File: config.mk
export PLATFORM = sky130hd
export DESIGN_NAME = video_timing_sched
export DESIGN_NICKNAME = d
export VERILOG_FILES = /design/src/rtl/video_timing_sched.sv
export SDC_FILE = /design/constraint.sdc
export NUM_CORES = 1
export LEC_CHECK = 0
export ABC_AREA = 1
export CAP_MARGIN = 20
export CORE_AREA = 5 5 89 91
export CTS_CLUSTER_SIZE = 10
export DETAILED_ROUTE_END_ITERATION = 6
export DIE_AREA = 0 0 94 96
export HOLD_SLACK_MARGIN = 0.06
export MAX_ROUTING_LAYER = met4
export PLACE_DENSITY = 0.9
export SETUP_SLACK_MARGIN = 0.2
export SLEW_MARGIN = 20
export SYNTH_ARGS = -nofsm -noshare
export SYNTH_HDL_FRONTEND = slang
export SYNTH_SLANG_ARGS = --single-unit
File: constraint.sdc
create_clock -name pclk -period 4.6 [get_ports pclk]
set_input_delay 1.38 -clock pclk [delete_from_list [all_inputs] [get_ports pclk]]
set_output_delay 1.38 -clock pclk [all_outputs]
set_load 0.02 [all_outputs]
File: src/rtl/video_timing_sched.sv
// Shares one video timing generator between two frame-burst requesters:
// round-robin grant, start pulse, RGB steering, done/abort reporting and vsync watchdog.
module video_timing_sched #(
  parameter int FRAMES_W  = 16,
  parameter int WDOG_CYC  = 4096,
  parameter int RST_CYC   = 2,
  parameter bit VSYNC_POL = 1'b0
) (
  input  logic                pclk,
  input  logic                rstn,
  input  logic                i_req0,
  input  logic [FRAMES_W-1:0] i_frames0,
  input  logic                i_req1,
  input  logic [FRAMES_W-1:0] i_frames1,
  input  logic [29:0]         i_rgb0,
  input  logic [29:0]         i_rgb1,
  output logic                o_gnt0,
  output logic                o_gnt1,
  output logic                o_done0,
  output logic                o_done1,
  output logic                o_err,
  output logic                o_owner,
  output logic                o_busy,
  output logic                o_tg_start,
  output logic [31:0]         o_tg_frames,
  output logic                o_tg_rstn,
  output logic [29:0]         o_tg_rgb,
  input  logic                i_tg_busy,
  input  logic                i_tg_done,
  input  logic                i_tg_vsync
);

  localparam int WDOG_W = $clog2(WDOG_CYC + 1);
  localparam int RST_W  = $clog2(RST_CYC + 1);
  localparam logic [WDOG_W-1:0] WDOG_LAST = WDOG_W'(WDOG_CYC - 1);
  localparam logic [RST_W-1:0]  RST_LAST  = RST_W'(RST_CYC - 1);

  typedef enum logic [2:0] {
    S_IDLE,
    S_START,
    S_RUN,
    S_RECOVER,
    S_GAP
  } state_t;

  state_t              state_q, state_d;
  logic                last_q, last_d;
  logic                owner_q, owner_d;
  logic                busy_q, busy_d;
  logic [FRAMES_W-1:0] frames_q, frames_d;
  logic                done0_q, done0_d;
  logic                done1_q, done1_d;
  logic                err_q, err_d;
  logic                tg_rstn_q, tg_rstn_d;
  logic [WDOG_W-1:0]   wdog_q, wdog_d;
  logic [RST_W-1:0]    rcnt_q, rcnt_d;
  logic                vs_prev_q, vs_prev_d;

  logic                gnt0, gnt1, tg_start, pick, vs_int, vs_rise;
  logic [FRAMES_W-1:0] sel_frames;
  logic                tg_busy_unused;

  assign tg_busy_unused = i_tg_busy;

  assign vs_int    = i_tg_vsync ^ VSYNC_POL;
  assign vs_rise   = vs_int & ~vs_prev_q;
  assign vs_prev_d = vs_int;

  always_comb begin
    state_d    = state_q;
    last_d     = last_q;
    owner_d    = owner_q;
    busy_d     = busy_q;
    frames_d   = frames_q;
    done0_d    = 1'b0;
    done1_d    = 1'b0;
    err_d      = 1'b0;
    wdog_d     = wdog_q;
    rcnt_d     = rcnt_q;
    gnt0       = 1'b0;
    gnt1       = 1'b0;
    tg_start   = 1'b0;
    pick       = 1'b0;
    sel_frames = '0;

    case (state_q)
      S_IDLE: begin
        if (rstn && (i_req0 || i_req1)) begin
          // With both asserted the requester that did not own last burst wins.
          pick       = (i_req0 && i_req1) ? ~last_q : i_req1;
          sel_frames = pick ? i_frames1 : i_frames0;
          gnt0       = ~pick;
          gnt1       = pick;
          owner_d    = pick;
          last_d     = pick;
          frames_d   = sel_frames;
          if (sel_frames == '0) begin
            done0_d = ~pick;
            done1_d = pick;
            busy_d  = 1'b0;
            state_d = S_GAP;
          end else begin
            busy_d  = 1'b1;
            state_d = S_START;
          end
        end
      end

      S_START: begin
        tg_start = 1'b1;
        wdog_d   = '0;
        state_d  = S_RUN;
      end

      S_RUN: begin
        wdog_d = vs_rise ? '0 : wdog_q + 1'b1;
        if (i_tg_done) begin
          done0_d = ~owner_q;
          done1_d = owner_q;
          busy_d  = 1'b0;
          state_d = S_GAP;
        end else if (wdog_d == WDOG_LAST) begin
          rcnt_d  = '0;
          state_d = S_RECOVER;
        end
      end

      S_RECOVER: begin
        if (rcnt_q == RST_LAST) begin
          done0_d = ~owner_q;
          done1_d = owner_q;
          err_d   = 1'b1;
          busy_d  = 1'b0;
          state_d = S_GAP;
        end else begin
          rcnt_d = rcnt_q + 1'b1;
        end
      end

      S_GAP: begin
        state_d = S_IDLE;
      end

      default: begin
        state_d = S_IDLE;
      end
    endcase
  end

  // The generator reset is registered so it is low for exactly the recovery cycles.
  assign tg_rstn_d = (state_d != S_RECOVER);

  always_ff @(posedge pclk) begin
    if (!rstn) begin
      state_q   <= S_IDLE;
      last_q    <= 1'b1;
      owner_q   <= 1'b0;
      busy_q    <= 1'b0;
      frames_q  <= '0;
      done0_q   <= 1'b0;
      done1_q   <= 1'b0;
      err_q     <= 1'b0;
      tg_rstn_q <= 1'b0;
      wdog_q    <= '0;
      rcnt_q    <= '0;
      vs_prev_q <= 1'b0;
    end else begin
      state_q   <= state_d;
      last_q    <= last_d;
      owner_q   <= owner_d;
      busy_q    <= busy_d;
      frames_q  <= frames_d;
      done0_q   <= done0_d;
      done1_q   <= done1_d;
      err_q     <= err_d;
      tg_rstn_q <= tg_rstn_d;
      wdog_q    <= wdog_d;
      rcnt_q    <= rcnt_d;
      vs_prev_q <= vs_prev_d;
    end
  end

  assign o_gnt0      = gnt0;
  assign o_gnt1      = gnt1;
  assign o_done0     = done0_q;
  assign o_done1     = done1_q;
  assign o_err       = err_q;
  assign o_owner     = owner_q;
  assign o_busy      = busy_q;
  assign o_tg_start  = tg_start;
  assign o_tg_frames = 32'(frames_q);
  assign o_tg_rstn   = tg_rstn_q;
  assign o_tg_rgb    = busy_q ? (owner_q ? i_rgb1 : i_rgb0) : '0;

endmodule

==> impl_metrics.env <==
export IMPL_core_um2=7060
export IMPL_cts_hold_fix_buffers=0
export IMPL_antenna_found_initial=0
export IMPL_rsz0062_at_grt="false"
export IMPL_synthFlopType="dfxtp_1"
export IMPL_outcome="completed"
export IMPL_hold_slack_ns=0.487
export IMPL_cts_num_sinks=42
export IMPL_place_ws_ns=0.157
export IMPL_dieArea_um2=9020
export IMPL_clockBufferDepth=2
export IMPL_initial_utilization=0.390
export IMPL_startpoint_type="input port"
export IMPL_area_delta_synth_final_pct=58.5
export IMPL_drt_iter0_drc=159
export IMPL_synth_most_common_cell="nor2_1"
export IMPL_holdCritPathClass="reg2reg"
export IMPL_ctsRootBufferMaster="clkbuf_8"
export IMPL_detail_route_wl_per_cell_um=13.8
export IMPL_synthArstFlopShare=0
export IMPL_yosysSeqAreaShare=0.306
export IMPL_power_leakage_nw=1.69
export IMPL_row_count=31
export IMPL_yosysUniqueCellTypes=31
export IMPL_powerDensity_nw_per_um2=239
export IMPL_clkLatencyLatePin_ns=0.31
export IMPL_ant_nets=0
export IMPL_place_hpwl_um=7400
export IMPL_portBuffers=152
export IMPL_cp_required_ns=3.22
export IMPL_max_freq_mhz=240
export IMPL_vias_per_cell=4.99
export IMPL_path_buf_inv=4
export IMPL_cap_violations=0
export IMPL_synth_edf_count=0
export IMPL_path_cells="clkdlybuf4s50_1, o21ai_0, nor2_2, buf_4, nand2_1, inv_1, dlygate4sd2_1"
export IMPL_slew_headroom=0.371
export IMPL_reg2reg_slack_ns=2.59
export IMPL_ir_drop_mv=0.155
export IMPL_syn_area_um2=2750
export IMPL_fin_crit_sh=0.906
export IMPL_drive_above_1_share=0.0564
export IMPL_firstDrtPassIters=4
export IMPL_ys_warn_count=0
export IMPL_overflow=0
export IMPL_path_delay_family="buffers and inverters"
export IMPL_skew_ns=0.0147
export IMPL_crit_path_end_kind="output port"
export IMPL_tightestPinTransition_ns=0.943
export IMPL_period_needed_ns=4.17
export IMPL_final_util=0.618
export IMPL_die_x_um=94
export IMPL_routed_wl_um=9470
export IMPL_routed_via_count=3414
export IMPL_yosys_area_top_type="dfxtp_1"
export IMPL_critical_path_class="in2out"
export IMPL_grt_max_degree=34
export IMPL_drcViolationCount=0
export IMPL_yosys_top_cells_area="dfxtp_1 (31%), nor2_1 (11%), nand2_1 (11%)"
export IMPL_synthCells=443
export IMPL_final_max_slew_viol_count=0
export IMPL_tns_ns=0
export IMPL_ys_seq_elements=42
export IMPL_post_synth_cell_area_avg_um2=6.21
export IMPL_cts_tree="built"
export IMPL_worstPathArrival_ns=2.79
export IMPL_hold_violations=0
export IMPL_max_stage_delay_ns=0.49
export IMPL_cp_slowest_cell="clkdlybuf4s50_1"
export IMPL_cts_made_buffers=5
export IMPL_setup_viol=0
export IMPL_htree_levels=2
export IMPL_die_h_um=96
export IMPL_antenna_cells=0
export IMPL_yosys_top_cells_count="nor2_1 (84), nand2_1 (78), o21ai_0 (49), dfxtp_1 (42), nand3_1 (37)"
export IMPL_path_max_fanout=7
export IMPL_gp_congestion=0.864
export IMPL_top_level_ports=170
export IMPL_synth_top_cell_area_share=0.306
export IMPL_grt_pass1_vias=3059
export IMPL_final_setup_worst_slack_ns=0.434
export IMPL_grt_total_usage=0.200
export IMPL_clk_pin_slew_ns=0.09
export IMPL_nets=685
export IMPL_grt_pass1_wl_um=14300
-- worst register-to-register path: stages, from the launching register on --
cell and delay (ns):
dfxtp_1 0.37, inv_1 0.05, nor2_1 0.11, inv_1 0.07, nor2_2 0.47, inv_1 0.17, o22ai_1 0.41, nand3_1 0.13
nand2_1 0.09, nor2_1 0.04
-- path summary, 6_finish.rpt --
| kind | cells past startpoint | to | startpoint |
|---|---|---|---|
| max | 7 | o_gnt0 | i_req0 |
| min | 2 | wdog_q[12] | wdog_q[12] |
| max reg2reg | 9 | rcnt_q[0] | state_q[1] |
| min reg2reg | 2 | wdog_q[12] | wdog_q[12] |
-- cell type report --
type | count | area (um2)
repair buffers | 159 | 1570
inverters | 29 | 109
well taps | 99 | 124
clock buffers | 5 | 68.8
clock inverters | 3 | 21.3
multi-input cells | 347 | 1620
flip-flops and latches | 42 | 841
fillers | 624 | 2700
-- through the flow --
step           area [um2]  total power, W  instances
6_report             4360         0.00104        684
5_1_grt              4360         0.00109        684
4_1_cts              4360         0.00104        684
3_5_place_dp         4270        0.000800        676
3_3_place_gp         4270        0.000793        676
2_1_floorplan        2810        0.000610        458
-- state kept, by name (all words and copies together), names as in the netlist, 2 cells and up --
name / cells
wdog_q: 13
rcnt_q: 2
frames_q: 16
state_q: 3
-- cells by family after synthesis --
logic type,synth area share
AND/OR/NAND/NOR,0.375
AO/OA/AOI/OAI,0.185
buffers and inverters,0.124
flip-flops,0.306
adder cells (fa/ha/maj),0.00910
other,0.00136
-- layer usage --
layer,part of all wire,GRT usage,vias to the layer above
li1,-,-,1736
met2,0.52,0.329,123
met1,0.41,0.253,1545
met4,0.0095,0.0409,0
met3,0.064,0.0469,10
met5,0,-,-
-- repair_timing --
item | CTS | global route
endpoints found under the setup margin | 2 | 0
setup buffers | 0 | 0
gates resized for setup | 2 | 0
-- layout by cell type, fill, tap and decap left out, types with 2 or more instances in the layout --
cell type,n
a31oi_1,16
nor2_2,7
o21ai_0,49
a21oi_1,20
clkbuf_8,5
nor2_1,84
clkdlybuf4s50_1,150
inv_1,28
nor3_1,2
buf_4,7
conb_1,16
or2_2,2
nand3_1,37
ha_1,2
nand4_1,18
dlygate4sd2_1,2
nand2_1,78
nand2_2,5
dfxtp_1,42
-- where the power goes --
| group | total (W) | internal, W | switching, W |
|---|---|---|---|
| clock | 0.000247 | 0.000107 | 0.000141 |
| combinational | 0.000387 | 0.000185 | 0.000203 |
| sequential | 0.000407 | 0.000387 | 0.0000201 |
Note: power is estimated with default switching activity, not from simulation.
